<file path="src/rtl/ahb_lite_cmd_master.sv">
// AHB-Lite single-master initiator: turns valid/ready read/write commands into
// pipelined SINGLE transfers and returns one in-order response per command.
module ahb_lite_cmd_master #(
  parameter int          AWIDTH    = 32,
  parameter logic [3:0]  HPROT_VAL = 4'b0011
) (
  input  logic              HCLK,
  input  logic              HRESET,
  input  logic              CMD_VALID,
  output logic              CMD_READY,
  input  logic              CMD_WRITE,
  input  logic [AWIDTH-1:0] CMD_ADDR,
  input  logic [2:0]        CMD_SIZE,
  input  logic [31:0]       CMD_WDATA,
  output logic              RSP_VALID,
  output logic              RSP_WRITE,
  output logic [31:0]       RSP_RDATA,
  output logic              RSP_ERR,
  output logic              BUSY,
  output logic [AWIDTH-1:0] HADDR,
  output logic [1:0]        HTRANS,
  output logic              HWRITE,
  output logic [2:0]        HSIZE,
  output logic [2:0]        HBURST,
  output logic              HMASTLOCK,
  output logic [3:0]        HPROT,
  output logic [31:0]       HWDATA,
  input  logic [31:0]       HRDATA,
  input  logic              HREADY,
  input  logic              HRESP
);

  typedef enum logic {RUN, ERR2} state_t;

  state_t            state, state_nx;
  logic              a_valid;
  logic [31:0]       a_wdata;
  logic              d_valid;
  logic              d_write;
  logic              c_pend;
  logic              c_write;
  logic [2:0]        eff_size;
  logic [AWIDTH-1:0] aligned_addr;

  always_comb begin
    eff_size = (CMD_SIZE > 3'd2) ? 3'd2 : CMD_SIZE;
    aligned_addr = CMD_ADDR;
    if (eff_size == 3'd1)      aligned_addr[0]   = 1'b0;
    else if (eff_size == 3'd2) aligned_addr[1:0] = 2'b00;
  end

  always_ff @(posedge HCLK) begin
    if (HRESET) state <= RUN;
    else        state <= state_nx;
  end

  always_comb begin
    state_nx  = state;
    CMD_READY = 1'b0;
    case (state)
      RUN: begin
        CMD_READY = HREADY;
        if (d_valid && !HREADY && HRESP) state_nx = ERR2;
      end
      ERR2: begin
        if (HREADY) state_nx = RUN;
      end
      default: state_nx = RUN;
    endcase
  end

  always_ff @(posedge HCLK) begin
    if (HRESET) begin
      a_valid   <= 1'b0;
      a_wdata   <= '0;
      d_valid   <= 1'b0;
      d_write   <= 1'b0;
      c_pend    <= 1'b0;
      c_write   <= 1'b0;
      HADDR     <= '0;
      HWRITE    <= 1'b0;
      HSIZE     <= '0;
      HWDATA    <= '0;
      RSP_VALID <= 1'b0;
      RSP_WRITE <= 1'b0;
      RSP_RDATA <= '0;
      RSP_ERR   <= 1'b0;
    end else begin
      RSP_VALID <= 1'b0;
      RSP_WRITE <= 1'b0;
      RSP_RDATA <= '0;
      RSP_ERR   <= 1'b0;
      if (state == RUN) begin
        // A cancelled command always responds before any later data phase can
        // complete: the bus is idle in the cycle after ERR2.
        if (c_pend) begin
          RSP_VALID <= 1'b1;
          RSP_WRITE <= c_write;
          RSP_ERR   <= 1'b1;
          c_pend    <= 1'b0;
        end else if (d_valid && HREADY) begin
          RSP_VALID <= 1'b1;
          RSP_WRITE <= d_write;
          RSP_ERR   <= HRESP;
          RSP_RDATA <= (!d_write && !HRESP) ? HRDATA : '0;
        end
        if (HREADY) begin
          d_valid <= a_valid;
          d_write <= HWRITE;
          if (a_valid && HWRITE) HWDATA <= a_wdata;
          a_valid <= CMD_VALID;
          if (CMD_VALID) begin
            HADDR   <= aligned_addr;
            HWRITE  <= CMD_WRITE;
            HSIZE   <= eff_size;
            a_wdata <= CMD_WDATA;
          end
        end else if (d_valid && HRESP) begin
          if (a_valid) begin
            a_valid <= 1'b0;
            c_pend  <= 1'b1;
            c_write <= HWRITE;
          end
        end
      end else begin
        if (HREADY) begin
          RSP_VALID <= 1'b1;
          RSP_WRITE <= d_write;
          RSP_ERR   <= 1'b1;
          d_valid   <= 1'b0;
        end
      end
    end
  end

  assign HTRANS    = a_valid ? 2'b10 : 2'b00;
  assign HBURST    = 3'b000;
  assign HMASTLOCK = 1'b0;
  assign HPROT     = HPROT_VAL;
  assign BUSY      = a_valid | d_valid | c_pend;

endmodule

</file>
<file path="config.mk">
export PLATFORM = sky130hd
export DESIGN_NAME = ahb_lite_cmd_master
export DESIGN_NICKNAME = d
export VERILOG_FILES = /design/src/rtl/ahb_lite_cmd_master.sv
export SDC_FILE = /design/constraint.sdc
export NUM_CORES = 1
export LEC_CHECK = 0
export BUFFER_PORTS_ARGS = -buffer_cell sky130_fd_sc_hd__buf_2
export CAP_MARGIN = 20
export CORE_AREA = 2 2 106 108
export DETAILED_ROUTE_END_ITERATION = 8
export DIE_AREA = 0 0 108 110
export PLACE_DENSITY = 0.77
export SYNTH_ARGS = -nofsm -noshare
export SYNTH_HDL_FRONTEND = slang
export SYNTH_SLANG_ARGS = --single-unit
</file>
<file path="constraint.sdc">
create_clock -name HCLK -period 1.6 [get_ports HCLK]
set_input_delay 0.16 -clock HCLK [delete_from_list [all_inputs] [get_ports HCLK]]
set_output_delay 0.16 -clock HCLK [all_outputs]
set_load 0.02 [all_outputs]
</file>
# After elaboration in Yosys (flattened, before gate mapping)
# Index checks and enable logic that the tools add are counted.
# classes
multipliers	0
n_div	0
n_bitwise	6
shift	0
add_sub_neg	0
n_mux	28
n_reduce_logical	16
n_eq_ne	2
magnitude_cmp	1
# op_table
op	n
2-to-1 mux 1 bit	24
logical AND 1 bit	6
AND reduction 3 bit	2
OR reduction 5 bit	1
2-to-1 mux 2 bit	2
NOT 1 bit	4
AND reduction 2 bit	2
AND reduction 4 bit	1
== test 3 x 1 -> 1 bit (second input constant)	1
== test 3 x 2 -> 1 bit (second input constant)	1
greater-than comparator 3 x 2 -> 1 bit (second input constant)	1
logical NOT 1 bit	3
2-to-1 mux 3 bit	1
bitwise OR 1 bit	2
case mux 1 bit (2 select lines)	1
nonzero test 2 bit	1
# totals
output_inout_bits	115
ram_bits	0
register_bits	141
latchBits	0
romBits	0
input_bits	105
mem_count	0
wordCells	68

# Depth between registers and ports, before layout
# depth
ltp_word	5
ltp_mapped	6
ltp_nobuf	3

# Worst setup path before layout
# Ideal clock, no wire load.
# synth_timing
kind	flip-flop to flip-flop
from	register HWRITE
to	register HWDATA[26]
slack_ps	387
required_time_ps	1530
period_less_slack_ps	1213
arrival_time_ps	1142
setup_ps	70
path_stages_with_launch	6
path_cell_list	dfxtp_1 and4b_1 buf_2 buf_2 nand2_1 a21oi_1
# synth_via
elab_chain_len	2
# synth_rtl
element	line_no	text
start: declaration	22	output logic HWRITE,
start signal: assignment	81	HWRITE <= 1'b0;
start signal: assignment	114	HWRITE <= CMD_WRITE;
logical AND 1 bit	110	if (a_valid && HWRITE) HWDATA <= a_wdata;
AND reduction 3 bit (no source line)	n/a	
end signal: assignment	110	
end: declaration	27	output logic [31:0] HWDATA,
# Every way passes these cells.
# A chain may end at the register's enable or synchronous reset.

# Worst setup path after layout
# layout_timing
from	register c_pend
to	output BUSY
# layout_via
elab_chain_len	1
# layout_rtl
element	line_no	text
start: declaration	40	logic c_pend;
start signal: assignment	78	c_pend <= 1'b0;
start signal: assignment	100	c_pend <= 1'b0;
start signal: assignment	121	c_pend <= 1'b1;
bitwise OR 1 bit	140	assign BUSY = a_valid | d_valid | c_pend;
end: declaration	19	output logic BUSY,
# Every way passes these cells.

==> impl_metrics.tcl <==
set metrics [dict create \
    worstSetupPathType "flip-flop to primary output" \
    hold_class "input port to flip-flop" \
    grt_pass1_vias 4792 \
    fp.dieW_um 108 \
    syn2layout_area_growth_pct 57.4 \
    die_h_um 110 \
    critPathArrivalTime_ps 1400 \
    synth_edf_count 0 \
    num_vias 4771 \
    worst_skew_pair.late_latency_ps 510 \
    cp.required_ps 1440 \
    nets 957 \
    drt_iter0_markers 281 \
    die_area_mm2 0.0119 \
    yosys.area.top_type "dfxtp_1" \
    crit_path_end_kind "primary output" \
    cts_tree "built" \
    cts-root-buf "clkbuf_8" \
    post_cts_buffers 0 \
    clock.fmax_mhz 642 \
    synth_commonest_cells "nand2_1, dfxtp_1, a21oi_1" \
    hold_viol 0 \
    ant_nets 0 \
    fin_crit_sh 0.973 \
    avgSynthCellArea_um2 8.61 \
    place_hpwl_mm 8.25 \
    wire_per_inst_um 13.9 \
    netlist_area_mm2 0.00479 \
    initial_core_util 0.448 \
    fillers 786 \
    clockBufferDepth 2 \
    drt_wl_total_mm 14.0 \
    synthCells 556 \
    yosys.area.top_type_share 0.589 \
    clock_skew_ps 5.37 \
    ys_types 29 \
    clkTransAtPathRegs_ps 60 \
    gp_congestion 0.783 \
    critical_path.max_fanout 5 \
    cap_violations 0 \
    yosys-top-cells-area "dfxtp_1, nand2_1, a21oi_1" \
    rsz0062_at_grt "no" \
    yosys_warnings 0 \
    cts_made_buffers 17 \
    startpoint_type "flip-flop" \
    outcome "completed" \
    rows 38 \
    grt-ovfl-total 0 \
    drv_slew 0 \
    viasPerCell 4.74 \
    fin_crit_ps 1560 \
    yosysSeqAreaShare 0.589 \
    numPortBuffers 210 \
    core_mm2 0.0107 \
    r2r_slack_ps 140 \
    ys.flop_type "dfxtp_1" \
    grt_first_pass_wirelength_mm 21.7 \
    tns_ps 0 \
    fin_total_pwr_mw 8.58 \
    p_leak_nw 3.40 \
    htree_levels 4 \
    ys_seq_elements 141 \
    grt_max_degree 111 \
    antenna_found_initial 2 \
    drcViolationCount 0 \
    yosysMostFrequentCell "nand2_1" \
    ioPinCount 220 \
    setup_viol 0 \
    drive_gt1_frac 0.296 \
    ys_async_sr_fraction 0 \
    grtUsageTotal 0.234 \
    vdd_ir_drop_max_mv 0.706 \
    clkSinkCount 141 \
    powerDensity_mw_per_mm2 1140 \
    dr.pass1.iters 4 \
]
## timing repair
item | 4_1_cts | 5_1_grt
endpoints found under the setup margin | 1 | 2
endpoints found under the hold margin | 100 | 0
hold buffers | 101 | 0
resized for setup | 3 | 5
## sequential cells by signal, summed over array words and instances, names as in the netlist
name,count
HADDR,32
HWDATA,32
RSP_RDATA,32
a_wdata,32
HSIZE,3
HWRITE,1
RSP_ERR,1
RSP_VALID,1
RSP_WRITE,1
a_valid,1
c_pend,1
c_write,1
d_valid,1
d_write,1
state,1
## per-layer routing
layer	up-vias	wire length, µm	track usage
met2	188	7340	0.434
met4	0	524	0.133
li1	2357	-	-
met5	-	0	0
met3	40	879	0.0588
met1	2186	5230	0.240
## per-stage QoR
step	hold WS, ps	cell area, µm²	cells	setup WS, ps	util
final	36.6	7540	1007	42.7	0.705
after detailed placement	361	5870	873	252	0.549
after floorplan	282	4820	563	387	-
after CTS	12.3	7530	1005	0.0636	0.704
after global routing	46.0	7540	1007	0.0482	0.705
after global placement	360	5870	873	331	0.549
## worst paths after layout
path	start	to	cells past startpoint
worst max-delay path	c_pend$_SDFFE_PP0N_	BUSY	2
worst min-delay path	CMD_SIZE[2]	HSIZE[1]$_SDFFE_PP0P_	3
worst max register to register	state$_SDFF_PP0_	HADDR[5]$_SDFFE_PP0P_	4
worst min register to register	HWDATA[21]$_SDFFE_PP0P_	HWDATA[21]$_SDFFE_PP0P_	2
## cell type report
| class | instances | area [µm²] | area share |
|---|---|---|---|
| antenna | 2 | 5.00 | 0.000664 |
| tap | 140 | 175 | 0.0232 |
| clock buffer | 19 | 432 | 0.0573 |
| multi-input combinational | 373 | 1720 | 0.228 |
| sequential | 141 | 2830 | 0.375 |
| clock inverter | 13 | 213 | 0.0282 |
| timing repair buffer | 319 | 2170 | 0.287 |
## placed cells by master (no fill, tap or decap), types with 3 or more instances in the layout
cell type,netlist,final
a21oi_1,105,105
and2_1,33,33
buf_12,0,3
buf_2,17,207
buf_4,14,8
bufinv_16,0,5
clkbuf_16,0,16
clkinvlp_4,0,3
conb_1,2,9
dfxtp_1,141,138
dlygate4sd3_1,0,101
nand2_1,194,194
nand2b_1,4,4
nor2_1,4,4
o21ai_0,3,3
## power by group
group          switching [mW]  leakage [nW]  internal, mW  total (mW)
Sequential             0.0456          1.15          3.59        3.64
Combinational           0.343          1.95         0.361       0.704
Clock                    1.50         0.305          2.74        4.24
## cell families (layout without fill, tap and decap cells)
| group | count (synthesis) | after routing | share of synthesized area |
|---|---|---|---|
| simple gates | 252 | 252 | 0.231 |
| flops | 141 | 141 | 0.589 |
| other cells | 2 | 11 | 0.00157 |
| mux | 2 | 2 | 0.00418 |
| compound gates | 110 | 110 | 0.116 |
| buf+inv | 49 | 351 | 0.0577 |
## critical path: stages (launching register included)
cell and delay [ps]:
dfxtp_2 340, or3_1 380, buf_4 170
No activity file was read; power rests on OpenSTA's default activity.
